<file path="config.mk">
export PLATFORM = sky130hd
export DESIGN_NAME = fifo_read_ctrl
export DESIGN_NICKNAME = d
export VERILOG_FILES = /design/src/rtl/fifo_read_ctrl.sv
export SDC_FILE = /design/constraint.sdc
export NUM_CORES = 1
export LEC_CHECK = 0
export ABC_AREA = 0
export CAP_MARGIN = 20
export CORE_ASPECT_RATIO = 1.75
export CORE_UTILIZATION = 45
export CTS_CLUSTER_SIZE = 8
export DETAILED_ROUTE_END_ITERATION = 7
export PLACE_DENSITY = 0.69
export SETUP_SLACK_MARGIN = 0.5
export SYNTH_ARGS = -nofsm -noshare
export SYNTH_HDL_FRONTEND = slang
export SYNTH_SLANG_ARGS = --single-unit
</file>
<file path="constraint.sdc">
create_clock -name clk -period 2.7 [get_ports clk]
set_clock_uncertainty 0.1 [all_clocks]
set_input_delay 0.54 -clock clk [delete_from_list [all_inputs] [get_ports clk]]
set_output_delay 0.54 -clock clk [all_outputs]
set_load 0.02 [all_outputs]
</file>
<file path="src/rtl/fifo_read_ctrl.sv">
// Read-side controller for the synchronous byte FIFO: pops the FIFO, hides its 1-cycle read
// latency behind a 2-entry buffer and emits a valid/ready stream with packet framing.
// Optional beat counter port rd_count is present only when FIFO_RD_CNT_EN is defined.
module fifo_read_ctrl #(
   parameter int DATA_W  = 8,
   parameter int PKT_LEN = 4
) (
   input  logic              clk,
   input  logic              rst,
   input  logic              enable,
   input  logic              fifo_empty,
   output logic              fifo_read_en,
   input  logic [DATA_W-1:0] fifo_data_out,
   output logic              m_valid,
   output logic [DATA_W-1:0] m_data,
   output logic              m_last,
   input  logic              m_ready
`ifdef FIFO_RD_CNT_EN
   ,
   output logic [15:0]       rd_count
`endif
);

   // Stream handshake: a beat transfers in every cycle where m_valid && m_ready; while
   // m_valid is high and m_ready low, m_valid, m_data and m_last hold their values.

   localparam int CNT_W = (PKT_LEN > 1) ? $clog2(PKT_LEN) : 1;
   localparam logic [CNT_W-1:0] CNT_LAST = CNT_W'(PKT_LEN - 1);

   typedef enum logic [1:0] {
      S_EMPTY = 2'd0,
      S_ONE   = 2'd1,
      S_TWO   = 2'd2
   } state_t;

   state_t            state;
   state_t            state_next;
   logic              inflight;
   logic              push;
   logic              pop;
   logic [1:0]        occ;
   logic [2:0]        level;
   logic [DATA_W-1:0] head;
   logic [DATA_W-1:0] tail;
   logic [CNT_W-1:0]  cnt;

   assign occ     = state;
   assign push    = inflight;
   assign m_valid = (state != S_EMPTY);
   assign pop     = m_valid && m_ready;
   assign m_data  = head;
   assign m_last  = m_valid && (cnt == CNT_LAST);

   // Committed bytes after this cycle's pop; a new pop may only be issued while a slot remains.
   assign level        = {1'b0, occ} + {2'b00, inflight} - {2'b00, pop};
   assign fifo_read_en = !rst && enable && !fifo_empty && (level < 3'd2);

   always_ff @(posedge clk) begin
      if (rst) begin
         state    <= S_EMPTY;
         inflight <= 1'b0;
      end else begin
         state    <= state_next;
         inflight <= fifo_read_en;
      end
   end

   always_comb begin
      state_next = state;
      case (state)
         S_EMPTY: begin
            if (push) state_next = S_ONE;
         end
         S_ONE: begin
            if (push && !pop) begin
               state_next = S_TWO;
            end else if (pop && !push) begin
               state_next = S_EMPTY;
            end
         end
         S_TWO: begin
            if (pop) state_next = S_ONE;
         end
         default: state_next = S_EMPTY;
      endcase
   end

   // Buffer datapath: head is the oldest entry, tail only used when two entries are held.
   always_ff @(posedge clk) begin
      if (rst) begin
         head <= '0;
         tail <= '0;
      end else begin
         case (state)
            S_EMPTY: begin
               if (push) head <= fifo_data_out;
            end
            S_ONE: begin
               if (push && pop) begin
                  head <= fifo_data_out;
               end else if (push) begin
                  tail <= fifo_data_out;
               end
            end
            S_TWO: begin
               if (pop) head <= tail;
            end
            default: begin
               head <= head;
            end
         endcase
      end
   end

   always_ff @(posedge clk) begin
      if (rst) begin
         cnt <= '0;
      end else if (pop) begin
         if (cnt == CNT_LAST) begin
            cnt <= '0;
         end else begin
            cnt <= cnt + CNT_W'(1);
         end
      end
   end

`ifdef FIFO_RD_CNT_EN
   always_ff @(posedge clk) begin
      if (rst) begin
         rd_count <= 16'd0;
      end else if (pop) begin
         rd_count <= rd_count + 16'd1;
      end
   end
`endif

endmodule
</file>
## Word-level counts from Yosys, hierarchy flattened

Index checks and enable logic that the tools add are counted.

- Add/sub/neg operators: 3
- Multipliers: 0
- Div/mod/pow operators: 0
- $lt $le $gt $ge: 1
- Equality and inequality tests: 7
- Shift operators: 0
- Multiplexer cells: 10
- Bitwise operators: 1
- Reductions and logical operators: 18

Operators by type and width:

| operator | number |
|---|---|
| 2-to-1 mux 8 bit | 3 |
| one-hot mux 8 bit (3 select lines) | 1 |
| 2-to-1 mux 2 bit | 5 |
| logical AND 1 bit | 8 |
| inequality test 2 bit, second input constant | 3 |
| one-hot mux 2 bit (3 select lines) | 1 |
| AND reduction 3 bit | 2 |
| equality test 2 bit, second input constant | 2 |
| logical NOT 1 bit | 4 |
| AND reduction 4 bit | 1 |
| adder 2 x 1 -> 3 bit | 1 |
| less-than comparator 3 x 2 -> 1 bit, second input constant | 1 |
| inequality test 3 bit, second input constant | 1 |
| nonzero test 3 bit | 1 |
| subtractor 3 x 1 -> 3 bit | 1 |
| adder 2 x 1 -> 2 bit, second input constant | 1 |
| equality test 2 x 1 -> 1 bit, second input constant | 1 |
| logical NOT 2 bit | 1 |
| nonzero test 2 bit | 1 |
| NOT 1 bit | 1 |

- Register bits after elaboration: 21
- Bits in latches: 0
- Bits in writable memories: 0
- Memory bits (read-only): 0
- Input port bits: 13
- Word-level logic and storage cells: 45
- Memories kept: 0

## Depth between registers and ports, before layout

Gate-level depths: netlist (run 1).

- Word-level depth: 6
- Depth in mapped cells: 7
- Mapped depth without buffers: 6

## Least setup slack after synthesis (run 1)

No wires, ideal clock.

- Kind: in2out
- From: input port m_ready
- To: output port fifo_read_en
- Data arrival time: 2.246 ns
- Required time: 2.060 ns
- Setup slack: -0.186 ns
- Stages: 6
- Path buffers: 1
- Path through: and3b_1 > buf_4 > o21ai_1 > fa_1 > nand2_1 > nor4_1

- Cells in the longest elaborated chain, start to end: 4

RTL lines:

| what | RTL line | RTL |
|---|---|---|
| from (decl) | 17 | `input logic m_ready` |
| logical AND 1 bit | 50 | `assign pop = m_valid && m_ready;` |
| subtractor 3 x 1 -> 3 bit | 55 | `assign level = {1'b0, occ} + {2'b00, inflight} - {2'b00, pop};` |
| less-than comparator 3 x 2 -> 1 bit | 56 | `assign fifo_read_en = !rst && enable && !fifo_empty && (level < 3'd2);` |
| logical AND 1 bit | 56 |  |
| to (decl) | 12 | `output logic fifo_read_en,` |

No other way between the ends.

## Worst setup path after layout (run 1)

Same ends and word-level chain as after synthesis.

==> flow_summary.json, run 1 <==
{
  "crit_slowest_cell": "fa_2",
  "hold_depth": 2,
  "cts_tree": "yes",
  "ant_nets": 0,
  "htree_levels": 1,
  "postSynth.asyncResetShare": 0,
  "synth-edff-count": 0,
  "antenna_found_initial": 0,
  "cp_slowest_stage_delay_ns": 0.37,
  "cellPowerDensity_mw_per_mm2": 442.4,
  "grt_pass1_vias": 839,
  "pre_cts_ws_ns": -0.7636,
  "rr_worst_depth": 7,
  "drv_cap": 0,
  "yosysTopAreaCell": "dfxtp_1",
  "crit_path_start": "m_ready",
  "worstSkewPairLatency_ns": 0.26,
  "reg2reg_setup_slack_ns": 0.80,
  "instances_no_fill": 154,
  "synthToLayoutAreaGrowth_pct": 33.68,
  "ir_drop_mv": 0.4146,
  "ys_seq_elements": 21,
  "final_cell_mix": "dfxtp_1, clkdlybuf4s50_1, mux2i_1",
  "seq_area_frac_synth": 0.3875,
  "first_pass_iters": 2,
  "pin_count": 24,
  "p_total_w": 0.0006416,
  "crit_top_cell": "buf_6",
  "dpl.hpwl_um": 1705,
  "post_cts_buffers": 0,
  "cts_sinks": 21,
  "initialDrtViolationCount": 20,
  "setup-tns-final_ns": 0,
  "crit_fanout": 4,
  "grt_first_pass_wirelength_um": 3726,
  "grt_max_degree": 22,
  "io_buffer_count": 23,
  "drc": 0,
  "crit_chain": "buf_6 > and3b_1 > buf_6 > fa_2 > xor2_2 > nor4_4 > buf_4",
  "slew_viol_final": 0,
  "outcome": "completed",
  "avgSynthCellArea_um2": 10.85,
  "final_common_cell": "dfxtp_1",
  "post-route-min-period_ns": 2.553,
  "synth_top_cell_area_share": 0.3875,
  "clk_pin_slew_ns": 0.08,
  "setup_slack_ns": 0.1469,
  "synth_cells": 100,
  "worst_slew_pin_slew_ns": 0.5940,
  "ys_top_cells_by_area": "dfxtp_1, a211oi_2, mux2i_1",
  "num_antenna_cells": 0,
  "drt-total-wl_um": 2316,
  "drive_gt1_frac": 0.2946,
  "hold_class": "reg -> reg",
  "drt-vias-per-instance": 5.513,
  "root_buffer": "clkbuf_8",
  "synth_area_mm2": 0.001085,
  "relSlewSlack": 0.6040,
  "regToRegStartpoint": "occ[0]",
  "cts_buffer_depth": 2,
  "start_kind": "input pin",
  "cp-end-kind": "primary output",
  "final_util": 0.6379,
  "overflow": 0,
  "dieWidth_um": 39.12,
  "arrival_ns": 1.91,
  "start_util": 0.4772,
  "nets": 147,
  "dieHeight_um": 66.95,
  "synth_cell_type_count": 26,
  "cellLeakagePower_nw": 0.6629,
  "core-area_mm2": 0.002273,
  "num_rows": 23,
  "synth-warning-count": 0,
  "grt.total_usage": 0.2068,
  "dp.cells": 150,
  "endpoint": "fifo_read_en",
  "synth.net_count": 117,
  "cts_inserted_buffers": 3,
  "period_share": 0.9456,
  "dieArea_mm2": 0.002619,
  "fmax_mhz": 391.7,
  "worst-setup-path-type": "in -> out",
  "num_vias": 849,
  "final_hold_viol_count": 0,
  "ys.flop_type": "dfxtp_1",
  "rsz0062_at_grt": "true",
  "gp_congestion": 0.6944,
  "setup_violations": 0,
  "required_ns": 2.06,
  "reg2reg_to": "occ[0]",
  "wl_per_cell_um": 15.04
}
[cells in the mapped netlist, types with 2 or more instances]
master / count
nand2b_1: 2
a211oi_2: 15
dfxtp_1: 21
buf_2: 2
nor4_1: 2
a21oi_1: 2
nand3b_1: 2
clkbuf_1: 2
ha_1: 3
mux2i_1: 17
nor2_1: 11
o21ai_1: 2
inv_1: 2
buf_4: 4
nand2_1: 2
[worst min-delay path by stage]
stage | start | endpoint
3_3_place_gp | cnt[0] | cnt[0]
2_1_floorplan | cnt[0] | cnt[0]
6_report | cnt[0] | cnt[0]
5_1_grt | cnt[0] | cnt[0]
3_5_place_dp | tail[7] | tail[7]
4_1_cts | tail[7] | tail[7]
[report_power, final]
| group | internal, W | total [W] | switching (W) | leakage (nW) |
|---|---|---|---|---|
| logic | 0.0000570 | 0.000105 | 0.0000484 | 0.466 |
| registers | 0.000319 | 0.000325 | 0.00000611 | 0.171 |
| clock network | 0.000103 | 0.000211 | 0.000108 | 0.0255 |
| total | 0.000479 | 0.000642 | 0.000163 | 0.663 |
[worst max-delay path: cells and delay by family]
family / cells / cell delay, ns
XOR/XNOR: 1 / 0.20
adder cells (fa/ha/maj): 1 / 0.37
AND/OR/NAND/NOR: 2 / 0.40
buffers and inverters: 3 / 0.41
[logic make-up after synthesis]
kind of cell	synth area share
simple gates	0.1130
compound gates	0.2203
flops	0.3875
mux	0.1672
buf+inv	0.05076
fa+ha+maj	0.05306
xor+xnor	0.008075
[metal layers]
| metal | global-route usage | vias up | wire length (um) |
|---|---|---|---|
| met1 | 0.2188 | 412 | 934 |
| li1 | - | 419 | - |
| met5 | 0 | - | 0 |
| met2 | 0.3771 | 16 | 1285 |
| met3 | 0.03000 | 2 | 68 |
| met4 | 0.09052 | 0 | 28 |
[metrics by stage]
step                hold WS (ns)  instance area [um2]
detailed placement        0.3893                 1389
finish                    0.3991                 1450
CTS                       0.4092                 1448
global route              0.4324                 1450
floorplan                 0.3493                 1100
global placement          0.3578                 1389
[timing repair]
item | CTS | global route
gates resized for setup | 16 | 2
setup endpoints to repair | 3 | 2
pin swaps | 5 | 1
hold buffers | 0 | 0
[sequential cells by signal (all words and copies together) (netlist names)]
signal	count
cnt	2
inflight	1
m_data	8
occ	2
tail	8
[cell type report]
cell class                      count  area [um2]
Clock buffer                        3       41.29
Clock inverter                      1       5.005
Fill cell                         184       823.3
Inverter                            2       7.507
Multi-Input combinational cell     69       636.9
Sequential cell                    21       421.7
Tap cell                           25       31.28
Timing Repair Buffer               33       306.5
No activity file was read; power rests on OpenSTA's default activity.
==> run 2: changes to the inputs <==
--- a/config.mk
+++ b/config.mk
@@ -5,7 +5,7 @@
 export SDC_FILE = /design/constraint.sdc
 export NUM_CORES = 1
 export LEC_CHECK = 0
-export ABC_AREA = 0
+export ABC_AREA = 1
 export CAP_MARGIN = 20
 export CORE_ASPECT_RATIO = 1.75
 export CORE_UTILIZATION = 45
==> run 2 against run 1 <==
Count of clock-buffer cells in the layout grew 1; clock power shrank 5%; global-route usage grew 0.26 points; critical endpoint unchanged; combinational power is essentially flat; non-clock buffer count shrank 1; critical path type unchanged; utilization grew 0.25 points.
==> flow_summary.json, run 2 <==
{
  "rsz0062_at_grt": "true",
  "crit_fanout": 3,
  "routedLengthMet1_um": 1045,
  "io_buffer_count": 23,
  "hold_class": "reg -> reg",
  "worst_slew_pin_slew_ns": 0.4876,
  "synth_top_cell_area_share": 0.3750,
  "relSlewSlack": 0.6746,
  "grt_max_degree": 19,
  "ir_drop_mv": 0.3441,
  "grt.total_usage": 0.2094,
  "cts_hold_buf": 0,
  "final_hold_viol_count": 0,
  "num_rows": 23,
  "cts_tree": "yes",
  "nets": 209,
  "drc": 0,
  "cts_sinks": 21,
  "num_antenna_cells": 0,
  "drt-total-wl_um": 2373,
  "synthToLayoutAreaGrowth_pct": 33.15,
  "pin_count": 24,
  "final_util": 0.6404,
  "setup_violations": 0,
  "synth_cell_type_count": 22,
  "dieWidth_um": 39.73,
  "slew_viol_final": 0,
  "start_util": 0.4809,
  "ant_nets": 0,
  "dieArea_mm2": 0.002703,
  "post-route-min-period_ns": 2.355,
  "clk_pin_slew_ns": 0.08,
  "start_kind": "input pin",
  "top_layer": "met4",
  "arrival_ns": 1.71,
  "final_common_cell": "nor2_1",
  "final_cell_mix": "nor2_1, nand2_1, clkdlybuf4s50_1",
  "period_share": 0.8722,
  "worst-setup-path-type": "in -> out",
  "fmax_mhz": 424.6,
  "wl_met3_um": 48,
  "drive_gt1_frac": 0.1623,
  "ys_seq_elements": 21,
  "num_vias": 1068,
  "yosysTopAreaCell": "dfxtp_1",
  "synth_common_cells": "nor2_1, nand2_1, dfxtp_1, nand3_1, inv_1",
  "overflow": 0,
  "root_buffer": "clkbuf_8",
  "grt_first_pass_wirelength_um": 4050,
  "seq_area_frac_synth": 0.3750,
  "synth-edff-count": 0,
  "grt_pass1_vias": 961,
  "cellPowerDensity_mw_per_mm2": 424.3,
  "synth.net_count": 178,
  "drt-vias-per-instance": 4.944,
  "first_pass_iters": 4,
  "required_ns": 2.06,
  "synth_area_mm2": 0.001121,
  "wl_met2_um": 1209,
  "ys.flop_type": "dfxtp_1",
  "cts_buffer_depth": 2,
  "wl_per_cell_um": 10.99,
  "drv_cap": 0,
  "worstSkewPairLatency_ns": 0.25,
  "core-area_mm2": 0.002331,
  "synth-warning-count": 0,
  "dieHeight_um": 68.03,
  "cp-end-kind": "primary output",
  "dpl.hpwl_um": 1739,
  "cellLeakagePower_nw": 0.6843,
  "avgSynthCellArea_um2": 6.963,
  "initialDrtViolationCount": 17,
  "synth.most_common_cell": "nor2_1",
  "gp_congestion": 0.8615,
  "postSynth.asyncResetShare": 0,
  "ys_top_cells_by_area": "dfxtp_1, nor2_1, nand2_1",
  "hold-worst-slack_ns": 0.3977,
  "antenna_found_initial": 0,
  "cts_inserted_buffers": 3,
  "htree_levels": 1,
  "outcome": "completed",
  "synth_cells": 161
}
## run 2: cell types whose count changed after synthesis, sizes merged, moves of 8 or more
| cell | previous run | this run |
|---|---|---|
| nand2 | 2 | 31 |
| a21oi | 2 | 10 |
| a211oi | 16 | 0 |
| nand3 | 0 | 19 |
| nor2 | 11 | 36 |
| mux2i | 17 | 0 |
| o21ai | 2 | 11 |
| inv | 2 | 20 |
## run 2: kinds of logic (layout without fill, tap and decap cells)
family | after synthesis | in the layout | synth area share
XOR/XNOR | 1 | 1 | 0.007814
flip-flops | 21 | 21 | 0.3750
AND/OR/NAND/NOR | 88 | 88 | 0.3538
adder cells (fa/ha/maj) | 4 | 4 | 0.05134
AO/OA/AOI/OAI | 21 | 21 | 0.09375
buffers and inverters | 26 | 56 | 0.1183
## run 2: final timing paths
| check | start | end | slack, ns | depth (start not counted) |
|---|---|---|---|---|
| worst min register to register | cnt[1] | cnt[1] | 0.40 | 2 |
| worst max-delay path | m_ready | fifo_read_en | 0.35 | 9 |
| worst min-delay path | cnt[1] | cnt[1] | 0.40 | 2 |
| worst max register to register | occ[1] | tail[3] | 0.85 | 10 |
## run 2: where the power goes
group | leakage (nW) | internal, W | switching, W
registers | 0.172 | 0.000320 | 0.00000695
clock network | 0.0228 | 0.000105 | 0.0000964
logic | 0.490 | 0.0000524 | 0.0000529
## run 2: repair_timing
action	CTS	global route
buffers inserted	3	2
pin swaps	4	4
endpoints found under the setup margin	3	3
resized for setup	20	3
## run 2: critical path: stages
cell,delay (ns)
buf_6,0.11
inv_4,0.05
nand2_2,0.05
nand2_2,0.06
nand2_2,0.05
fa_2,0.55
nand3_4,0.09
nor2_4,0.10
buf_6,0.12
## run 2: per-stage QoR
stage	TNS, ns	total power [W]	setup slack (ns)	instance area [um2]	std cells
6_report	0	0.0006333	0.3451	1493	216
5_1_grt	0	0.0006678	0.2679	1493	216
4_1_cts	0	0.0006391	0.2705	1470	214
3_5_place_dp	-0.5863	0.0004317	-0.5863	1375	207
3_3_place_gp	-0.5157	0.0004288	-0.5157	1375	207
2_1_floorplan	0	0.0003883	0.4358	1141	161
## run 2: cell type report
type                    instances  area, um2
fillers                       218      838.3
multi-input cells             114      610.6
flip-flops and latches         21      425.4
repair buffers                 32      300.3
inverters                      20      80.08
clock buffers                   4      45.04
well taps                      25      31.28
## run 2: layer usage
metal | vias up | track usage
met5 | - | 0
met4 | 0 | 0.09483
met3 | 6 | 0.01948
met2 | 20 | 0.3463
met1 | 476 | 0.2638
li1 | 566 | -
